File: src/rtl/keypad_matrix_scanner.sv
// keypad_matrix_scanner: column-scanned key matrix reader with 2-FF row sync and press/release debounce.
// Optional auto-repeat of key_valid while a key stays held: define KEYPAD_REPEAT_EN.
//
// state       | meaning
// SCAN        | drive column idx, wait SETTLE_CYCLES, then sample rows
// DEB_PRESS   | column frozen, rows must match the latched pattern DEBOUNCE_CYCLES times
// PRESSED     | key accepted and held; leaves when all rows read high
// DEB_RELEASE | rows must stay all-high DEBOUNCE_CYCLES times before scanning resumes
module keypad_matrix_scanner #(
  parameter int ROWS            = 4,
  parameter int COLS            = 4,
  parameter int SETTLE_CYCLES   = 8,
  parameter int DEBOUNCE_CYCLES = 1000,
  parameter int REPEAT_DELAY    = 50000,
  parameter int REPEAT_PERIOD   = 10000
) (
  input  logic                          clk,
  input  logic                          rst_n,
  input  logic [ROWS-1:0]               rows_in,
  output logic [COLS-1:0]               columns_drive,
  output logic [$clog2(ROWS*COLS)-1:0]  key_code,
  output logic                          key_valid,
  output logic                          key_held
);

  localparam int KEY_W = $clog2(ROWS*COLS);
  localparam int IDX_W = (COLS > 1) ? $clog2(COLS) : 1;
  localparam int T_MAX = (SETTLE_CYCLES > DEBOUNCE_CYCLES) ? SETTLE_CYCLES : DEBOUNCE_CYCLES;
  localparam int CNT_W = $clog2(T_MAX + 1);
  localparam logic [CNT_W-1:0] SETTLE_LAST = CNT_W'(SETTLE_CYCLES - 1);
  localparam logic [CNT_W-1:0] DEB_LAST    = CNT_W'(DEBOUNCE_CYCLES - 1);
  localparam logic [IDX_W-1:0] IDX_LAST    = IDX_W'(COLS - 1);

  typedef enum logic [1:0] {SCAN, DEB_PRESS, PRESSED, DEB_RELEASE} state_t;

  state_t           state_q, state_d;
  logic [ROWS-1:0]  rows_meta_q, rows_meta_d;
  logic [ROWS-1:0]  rows_sync_q, rows_sync_d;
  logic [ROWS-1:0]  pattern_q, pattern_d;
  logic [COLS-1:0]  drive_q, drive_d;
  logic [IDX_W-1:0] idx_q, idx_d, idx_next;
  logic [CNT_W-1:0] cnt_q, cnt_d;
  logic [KEY_W-1:0] key_code_q, key_code_d;
  logic             key_valid_q, key_valid_d;
  logic             key_held_q, key_held_d;
  logic             rows_idle;

`ifdef KEYPAD_REPEAT_EN
  localparam int REP_MAX = (REPEAT_DELAY > REPEAT_PERIOD) ? REPEAT_DELAY : REPEAT_PERIOD;
  localparam int REP_W   = $clog2(REP_MAX + 1);
  localparam logic [REP_W-1:0] REP_FIRST = REP_W'(REPEAT_DELAY - 1);
  localparam logic [REP_W-1:0] REP_NEXT  = REP_W'(REPEAT_PERIOD - 1);
  logic [REP_W-1:0] rep_cnt_q, rep_cnt_d;
`else
  localparam int unused_repeat_cfg = REPEAT_DELAY + REPEAT_PERIOD;
`endif

  function automatic logic [COLS-1:0] col_drive(input logic [IDX_W-1:0] i);
    return ~(COLS'(1) << i);
  endfunction

  // Lowest-index low row wins when several keys share the column.
  function automatic logic [KEY_W-1:0] code_of(input logic [IDX_W-1:0] col,
                                               input logic [ROWS-1:0] pat);
    int row;
    row = 0;
    for (int r = ROWS - 1; r >= 0; r--) begin
      if (!pat[r]) row = r;
    end
    return KEY_W'(int'(col) * ROWS + row);
  endfunction

  assign idx_next  = (idx_q == IDX_LAST) ? '0 : idx_q + 1'b1;
  assign rows_idle = (rows_sync_q == {ROWS{1'b1}});

  always_comb begin
    rows_meta_d = rows_in;
    rows_sync_d = rows_meta_q;
    state_d     = state_q;
    drive_d     = drive_q;
    idx_d       = idx_q;
    cnt_d       = cnt_q;
    pattern_d   = pattern_q;
    key_code_d  = key_code_q;
    key_valid_d = 1'b0;
    key_held_d  = key_held_q;
    case (state_q)
      SCAN: begin
        if (drive_q == {COLS{1'b1}}) begin
          drive_d = col_drive(idx_q);
          cnt_d   = '0;
        end else if (cnt_q == SETTLE_LAST) begin
          cnt_d = '0;
          if (rows_idle) begin
            idx_d   = idx_next;
            drive_d = col_drive(idx_next);
          end else begin
            pattern_d = rows_sync_q;
            state_d   = DEB_PRESS;
          end
        end else begin
          cnt_d = cnt_q + 1'b1;
        end
      end
      DEB_PRESS: begin
        if (rows_sync_q != pattern_q) begin
          state_d = SCAN;
          cnt_d   = '0;
        end else if (cnt_q == DEB_LAST) begin
          state_d     = PRESSED;
          cnt_d       = '0;
          key_code_d  = code_of(idx_q, pattern_q);
          key_valid_d = 1'b1;
          key_held_d  = 1'b1;
        end else begin
          cnt_d = cnt_q + 1'b1;
        end
      end
      PRESSED: begin
        if (rows_idle) begin
          state_d = DEB_RELEASE;
          cnt_d   = '0;
        end
      end
      DEB_RELEASE: begin
        if (!rows_idle) begin
          state_d = PRESSED;
          cnt_d   = '0;
        end else if (cnt_q == DEB_LAST) begin
          state_d    = SCAN;
          cnt_d      = '0;
          key_held_d = 1'b0;
          idx_d      = idx_next;
          drive_d    = col_drive(idx_next);
        end else begin
          cnt_d = cnt_q + 1'b1;
        end
      end
      default: state_d = SCAN;
    endcase
`ifdef KEYPAD_REPEAT_EN
    // Counter is only meaningful inside PRESSED; every entry restarts the first delay.
    rep_cnt_d = '0;
    if (state_d == PRESSED && state_q != PRESSED) begin
      rep_cnt_d = REP_FIRST;
    end else if (state_d == PRESSED) begin
      if (rep_cnt_q == '0) begin
        key_valid_d = 1'b1;
        rep_cnt_d   = REP_NEXT;
      end else begin
        rep_cnt_d = rep_cnt_q - 1'b1;
      end
    end
`endif
  end

  always_ff @(posedge clk) begin
    if (!rst_n) begin
      state_q     <= SCAN;
      rows_meta_q <= '1;
      rows_sync_q <= '1;
      pattern_q   <= '1;
      drive_q     <= '1;
      idx_q       <= '0;
      cnt_q       <= '0;
      key_code_q  <= '0;
      key_valid_q <= 1'b0;
      key_held_q  <= 1'b0;
`ifdef KEYPAD_REPEAT_EN
      rep_cnt_q   <= '0;
`endif
    end else begin
      state_q     <= state_d;
      rows_meta_q <= rows_meta_d;
      rows_sync_q <= rows_sync_d;
      pattern_q   <= pattern_d;
      drive_q     <= drive_d;
      idx_q       <= idx_d;
      cnt_q       <= cnt_d;
      key_code_q  <= key_code_d;
      key_valid_q <= key_valid_d;
      key_held_q  <= key_held_d;
`ifdef KEYPAD_REPEAT_EN
      rep_cnt_q   <= rep_cnt_d;
`endif
    end
  end

  assign columns_drive = drive_q;
  assign key_code      = key_code_q;
  assign key_valid     = key_valid_q;
  assign key_held      = key_held_q;

endmodule
File: config.mk
export PLATFORM = sky130hd
export DESIGN_NAME = keypad_matrix_scanner
export DESIGN_NICKNAME = d
export VERILOG_FILES = /design/src/rtl/keypad_matrix_scanner.sv
export SDC_FILE = /design/constraint.sdc
export NUM_CORES = 1
export LEC_CHECK = 0
export ABC_CLOCK_PERIOD_IN_PS = 2240
export BUFFER_PORTS_ARGS = -buffer_cell sky130_fd_sc_hd__buf_4
export CAP_MARGIN = 25
export CORE_MARGIN = 2
export CORE_UTILIZATION = 51
export CTS_BUF_LIST = sky130_fd_sc_hd__clkbuf_8
export DETAILED_ROUTE_END_ITERATION = 16
export GPL_TIMING_DRIVEN = 0
export PLACE_DENSITY = 0.7
export SYNTH_ARGS = -nofsm -noshare
export SYNTH_HDL_FRONTEND = slang
export SYNTH_SLANG_ARGS = --single-unit
File: constraint.sdc
create_clock -name clk -period 2.24 [get_ports clk]
set_input_delay 0.112 -clock clk [delete_from_list [all_inputs] [get_ports clk]]
set_output_delay 0.112 -clock clk [all_outputs]
set_load 0.05 [all_outputs]
==> out/results.ini, run 1 <==
[outcome]
status = finished clean

[cts]
cts.clk_slew.worst_paths_ns = 0.07
htreeDepth = 2
clock_latency_ns = 0.29
cts_tree = built
post_cts_resized = 0
cts.path.max_buffers = 2
cts_buffers = 5
clkSinkCount = 36
clockRootBuffer = clkbuf_8
postCtsSetupBuffers = 0

[layout]
multiInputGateArea_um2 = 923
antenna_cells = 0
seq_area_um2 = 721
post-route-util = 0.640
fillers = 288
syn2layout_area_growth_pct = 16.8
finalNetCount = 220
layout-drive-gt1-share = 0.177

[synthesis]
synth_warnings = 0
synth_edf_count = 0
synth_seq_area_share = 0.424
synthCells = 185
postSynthAreaPerCell_um2 = 9.18
synth_seq_cells = 36
netlist_area_um2 = 1700
synth_cell_types = 43
synthArstFlopShare = 0
synth_ff_type = dfxtp_1
synth_nets = 197

[placed_design]
dp_hpwl_um = 2460
dp_slack_ns = 0.417
place.gp.congestion = 0.849
io_buffer_count = 15

[worst_setup_path]
crit_arrival_ns = 2.01
path_delay_family = simple AND/OR/NAND/NOR gates
crit_required_ns = 2.42
start_kind = flip-flop
crit_slowest_cell = dfxtp_1
cp-startpoint = cnt_q[0]$_SDFFE_PN0N_
critical_path.max_stage_delay_ns = 0.39
endpoint_kind = flip-flop
criticalPathCategory = flip-flop to flip-flop
reg2reg_from = cnt_q[0]$_SDFFE_PN0N_
cp_num_buf_inv = 0
path_max_fanout = 8
crit_chain = ha_1, and4bb_4, nand3_2, nor3_4, mux2i_1, nor2_1

[power]
powerDensity_nw_per_um2 = 830
worst_ir_drop_vdd_uv = 776
power_mw = 1.65
p_leak_nw = 0.808

[route]
vias_per_cell = 5.34
drt_pre_antenna_iters = 4
ant_nets = 0
routed_wl_um = 3340
drc = 0
post_drt_wl_per_cell_um = 13.2
vias = 1352
drt-initial-drc-count = 64

[timing]
timing.fmax_mhz = 547
report.final.slew_viol_count = 0
timing.slew.headroom = 0.639
min_period_ns = 1.83
final.setup.worst_slack_ns = 0.412
setup_viol = 0
worst_pin_slew_ns = 0.534
rsz0062_at_grt = no
hold_violations = 0
final.setup.tns_ns = 0
holdWs_ns = 0.00240
clock_skew_ns = 0.00522
min_period_over_period = 0.816

[floorplanning]
pin_count = 16
core-area_um2 = 3100
start_util = 0.548
die_h_um = 61.7
row_count = 20
die_area_um2 = 3810
dieWidth_um = 61.7

[hold_path]
hp-class = primary input to flip-flop
min_from = rows_in[1]

[flow_run]
maxCapViolations = 0

[global_routing]
grt_pass1_wl_um = 5820
grt_use_total = 0.206
grt_overflow = 0
grt_start_max_net_pins = 12
grt_pass1_vias = 1328
antenna_found_initial = 0

## through the flow
stage / instance area [um2] / std cells
3_3_place_gp: 1870 / 244
2_1_floorplan: 1700 / 185
5_1_grt: 1980 / 253
3_5_place_dp: 1870 / 244
6_report: 1980 / 253
4_1_cts: 1980 / 253
## state kept, by name (all words and copies together), names as in the netlist
signal and cells:
key_held 1, state_q 2, columns_drive 4, rows_sync_q 4, key_code 4, cnt_q 10, pattern_q 4, rows_meta_q 4
key_valid 1, idx_q 2
## logic make-up after synthesis
group / count (synthesis) / share of synthesized area
AOI/OAI and AO/OA: 32 / 0.126
xor gates and xnor gates: 12 / 0.0663
adders and majority gates: 6 / 0.0442
buffers and inverters: 10 / 0.0324
DFF: 36 / 0.424
muxes: 7 / 0.0412
and+or+nand+nor: 82 / 0.266
## cells in the final DEF (no fill, tap or decap), types with 6 or more instances in the layout
| master | Yosys | layout |
|---|---|---|
| o21ai_0 | 9 | 9 |
| dfxtp_1 | 36 | 36 |
| nand3_1 | 7 | 7 |
| nand2b_1 | 11 | 11 |
| nand2_1 | 9 | 9 |
| nor2_1 | 29 | 29 |
| a21oi_1 | 10 | 10 |
| ha_1 | 6 | 6 |
| xnor2_1 | 7 | 7 |
| mux2i_1 | 7 | 7 |
| buf_4 | 0 | 15 |
## metal layers
metal,track usage,vias to the layer above,part of all wire
met1,0.259,626,0.46
met2,0.341,27,0.49
met4,0.0790,0,0.019
met3,0.0518,7,0.032
met5,0,-,0
li1,-,692,-
## area by class of cell
| type | instances | share of cell area |
|---|---|---|
| Inverter | 5 | 0.00946 |
| Clock buffer | 5 | 0.0347 |
| Sequential cell | 36 | 0.363 |
| Multi-Input combinational cell | 139 | 0.465 |
| Tap cell | 44 | 0.0277 |
| Clock inverter | 3 | 0.0195 |
| Timing Repair Buffer | 16 | 0.0618 |
| Buffer | 5 | 0.0183 |
## report_power, final
| group | internal (mW) | leakage [nW] | total [mW] | switching, mW |
|---|---|---|---|---|
| clock | 0.325 | 0.0593 | 0.552 | 0.226 |
| combinational | 0.144 | 0.456 | 0.388 | 0.245 |
| sequential | 0.676 | 0.293 | 0.706 | 0.0298 |
## worst register-to-register path, delay by kind of cell, from the launching register on
family        cells  cell delay [ns]
fa+ha+maj         1             0.22
simple gates      4             0.87
mux               1             0.24
flops             1             0.39
## synthesized netlist by cell type, drive strengths merged, types with 2 or more instances
master,instances,area (um2)
dfxtp,36,721
mux2i,7,70.1
nand4,4,25.0
a21oi,10,50.1
and4,4,40.0
nand2b,11,68.8
nor2,29,109
o31ai,2,15.0
nand2,9,33.8
xnor2,8,77.6
nand3,8,45.0
o21ai,11,70.1
nor3,8,61.3
buf,4,32.5
xor2,4,35.0
inv,4,15.0
and3,3,18.8
ha,6,75.1
## final timing paths
kind                                                   to  slack [ns]  cells past startpoint
worst max-delay path             key_code[3]$_SDFFE_PN0P_        0.41                      6
worst min-delay path            rows_meta_q[1]$_SDFF_PN1_       0.002                      2
worst max register to register   key_code[3]$_SDFFE_PN0P_        0.41                      6
worst min register to register  rows_sync_q[2]$_SDFF_PN1_        0.41                      1
## what timing repair did
| item | CTS | global route |
|---|---|---|
| hold endpoints to repair | 1 | 0 |
| hold buffers | 1 | 0 |
| endpoints found under the setup margin | 0 | 0 |
Power figures use the tool's default switching activity.
==> run 2: changes to the inputs <==
--- a/config.mk
+++ b/config.mk
@@ -5,7 +5,8 @@
 export SDC_FILE = /design/constraint.sdc
 export NUM_CORES = 1
 export LEC_CHECK = 0
-export ABC_CLOCK_PERIOD_IN_PS = 2240
+export ABC_AREA = 1
+export ABC_CLOCK_PERIOD_IN_PS = 1900
 export BUFFER_PORTS_ARGS = -buffer_cell sky130_fd_sc_hd__buf_4
 export CAP_MARGIN = 25
 export CORE_MARGIN = 2
==> constraint.sdc (replaced) <==
create_clock -name clk -period 1.9 [get_ports clk]
set_input_delay 0.095 -clock clk [delete_from_list [all_inputs] [get_ports clk]]
set_output_delay 0.095 -clock clk [all_outputs]
set_load 0.05 [all_outputs]
==> run 2 against run 1 <==
- synthesized cell count rose by 32%
- final cell count rose by 26%
- core utilization fell by 0.82 points
- critical path type unchanged
- fmax rose by 6.2%
- first-iteration DRC count rose by 23%
- sequential power rose by 28%
- routed wire length fell by 2.3%
- clock-buffer cell count did not move
- synthesized area rose by 6.0%
==> out/results.ini, run 2 <==
[outcome]
status = finished clean

[worst_setup_path]
crit_chain = ha_1, nand2_1, nor2_4, nor3b_2, nor2_1, nor2_4, nand2_2, nand2_1, nand3_1
r2r_cells = 9
endpoint_kind = flip-flop
crit_slowest_cell = dfxtp_1
r2r_slack_ns = 0.18
reg2reg_from = cnt_q[0]$_SDFFE_PN0N_
r2r-end = columns_drive[1]$_SDFFE_PN1P_
path_delay_family = simple AND/OR/NAND/NOR gates
path_max_fanout = 5
critical_path.max_stage_delay_ns = 0.36
crit_required_ns = 2.05
start_kind = flip-flop
criticalPathCategory = flip-flop to flip-flop
cp_num_buf_inv = 0
crit_arrival_ns = 1.87

[synthesis]
synth_seq_area_share = 0.400
postSynthAreaPerCell_um2 = 7.35
synth_warnings = 0
yosys.area.top_type_share = 0.400
synthCells = 245
synth_nets = 257
synth_edf_count = 0
netlist_area_um2 = 1800
synthAdderAreaFrac = 0.0417
synth_area_leaders = dfxtp_1 40%, nand2_1 13%, nor2_1 6.5%
yosys.cell_count.top_type = nand2_1
synth.area.mux_share = 0.00556
synth_ff_type = dfxtp_1
synth_top_family_by_area = simple AND/OR/NAND/NOR gates
synth_compound_area_frac = 0.0951
synthArstFlopShare = 0
synth-xor-area-share = 0.0194
synth_cell_types = 31
synth_seq_cells = 36
yosys-top-cells-count = 61 x nand2_1, 36 x dfxtp_1, 31 x nor2_1, 19 x inv_1, 19 x nand3_1
yosysTopAreaCell = dfxtp_1
yosys.area_share.simple = 0.375

[route]
vias_per_cell = 4.77
post_drt_wl_per_cell_um = 10.3
drt_pre_antenna_iters = 4
routed_wl_um = 3270
ant_nets = 0
vias = 1516
drt-initial-drc-count = 79
drc = 0

[timing]
clock_skew_ns = 0.00733
final.setup.tns_ns = 0
final.setup.worst_slack_ns = 0.180
min_period_over_period = 0.905
report.final.slew_viol_count = 0
holdWs_ns = 0.0709
setup_viol = 0
timing.slew.headroom = 0.659
worst_pin_slew_ns = 0.512
rsz0062_at_grt = yes
hold_violations = 0
min_period_ns = 1.72
timing.fmax_mhz = 581

[placed_design]
dp_slack_ns = 0.196
placed_cell_area_um2 = 1970
place.gp.congestion = 0.895
io_buffer_count = 15
dp_hpwl_um = 2460
post-place-cells = 306

[cts]
clkSinkCount = 36
post_cts_resized = 0
clock_latency_ns = 0.29
cts.path.max_buffers = 2
cts_buffers = 5
cts_tree = built
cts.clk_slew.worst_paths_ns = 0.08
htreeDepth = 2
clockRootBuffer = clkbuf_8

[floorplanning]
start_util = 0.536
pin_count = 16
dieWidth_um = 63.4
core-area_um2 = 3360
row_count = 21
die_area_um2 = 4020
die_h_um = 63.4

[layout]
fillers = 328
mostFrequentLayoutCells = 61 x nand2_1, 36 x dfxtp_1, 31 x nor2_1
layout-drive-gt1-share = 0.213
largest_register = cnt_q
fin_cells = 318
post-route-util = 0.631
finalNetCount = 283
largest_reg_flops = 10
final_area_um2 = 2120
seq_area_um2 = 721
syn2layout_area_growth_pct = 17.8
multiInputGateArea_um2 = 967
final_common_cell = nand2_1
antenna_cells = 0

[power]
power_mw = 2.54
powerDensity_nw_per_um2 = 1200
worst_ir_drop_vdd_uv = 525
p_leak_nw = 1.03

[global_routing]
grt_overflow = 0
grt_pass1_vias = 1524
antenna_found_initial = 0
grt_start_max_net_pins = 13
grt_pass1_wl_um = 6100
grt_use_total = 0.191

[hold_path]
min_from = rst_n
hold-path-endpoint = key_valid$_SDFF_PP0_
hp-class = primary input to flip-flop
holdPathStages = 3

[flow_run]
maxCapViolations = 0

-- run 2: cell count changes in the layout (fill, tap and decap cells not counted), sizes merged, moves of 6 or more --
cell / before / now
or2: 0 / 8
nor3: 8 / 0
nand2: 9 / 66
nor2: 29 / 37
nand2b: 11 / 0
xnor2: 8 / 2
inv: 5 / 27
mux2i: 7 / 1
nand3: 8 / 21
-- run 2: worst max-delay path by stage --
stage,startpoint,to,slack [ns],cells after the start
6_report,cnt_q[0]$_SDFFE_PN0N_,columns_drive[1]$_SDFFE_PN1P_,0.18,9
5_1_grt,cnt_q[0]$_SDFFE_PN0N_,pattern_q[0]$_SDFFE_PN1P_,-0.0008,7
4_1_cts,cnt_q[0]$_SDFFE_PN0N_,columns_drive[1]$_SDFFE_PN1P_,0.17,9
3_5_place_dp,cnt_q[0]$_SDFFE_PN0N_,columns_drive[1]$_SDFFE_PN1P_,0.20,9
3_3_place_gp,cnt_q[0]$_SDFFE_PN0N_,columns_drive[0]$_SDFFE_PN1P_,0.23,9
2_1_floorplan,columns_drive[0]$_SDFFE_PN1P_,cnt_q[7]$_SDFFE_PN0N_,0.31,7
-- run 2: power breakdown --
part	switching (mW)	internal, mW
Clock	0.273	0.388
Sequential	0.0629	0.838
Combinational	0.641	0.340
Total	0.976	1.57
-- run 2: per-layer routing --
| metal | vias up | track usage | routed length, um |
|---|---|---|---|
| met2 | 14 | 0.316 | 1470 |
| li1 | 837 | - | - |
| met5 | - | 0 | 0 |
| met1 | 660 | 0.229 | 1640 |
| met3 | 5 | 0.0411 | 102 |
| met4 | 0 | 0.106 | 53 |
-- run 2: timing repair --
item	CTS	global route
endpoints found under the hold margin	4	0
buffers inserted	0	0
setup endpoints to repair	0	1
hold buffers	4	0
-- run 2: cells by family (layout without fill, tap and decap cells) --
logic type | after synthesis | after routing
and+or+nand+nor | 142 | 142
AOI/OAI and AO/OA | 26 | 26
adders and majority gates | 6 | 6
buffers and inverters | 30 | 57
DFF | 36 | 36
xor gates and xnor gates | 4 | 4
muxes | 1 | 1
-- run 2: tightest hold or removal path, stage by stage --
cell and delay [ns]:
buf_4 0.11, inv_1 0.07, nor2_2 0.05
-- run 2: final cells by class --
cell class | count | area share
Buffer | 3 | 0.00589
Sequential cell | 36 | 0.339
Clock buffer | 5 | 0.0324
Timing Repair Buffer | 19 | 0.0719
Clock inverter | 3 | 0.0200
Tap cell | 46 | 0.0271
Inverter | 27 | 0.0477
Multi-Input combinational cell | 179 | 0.456
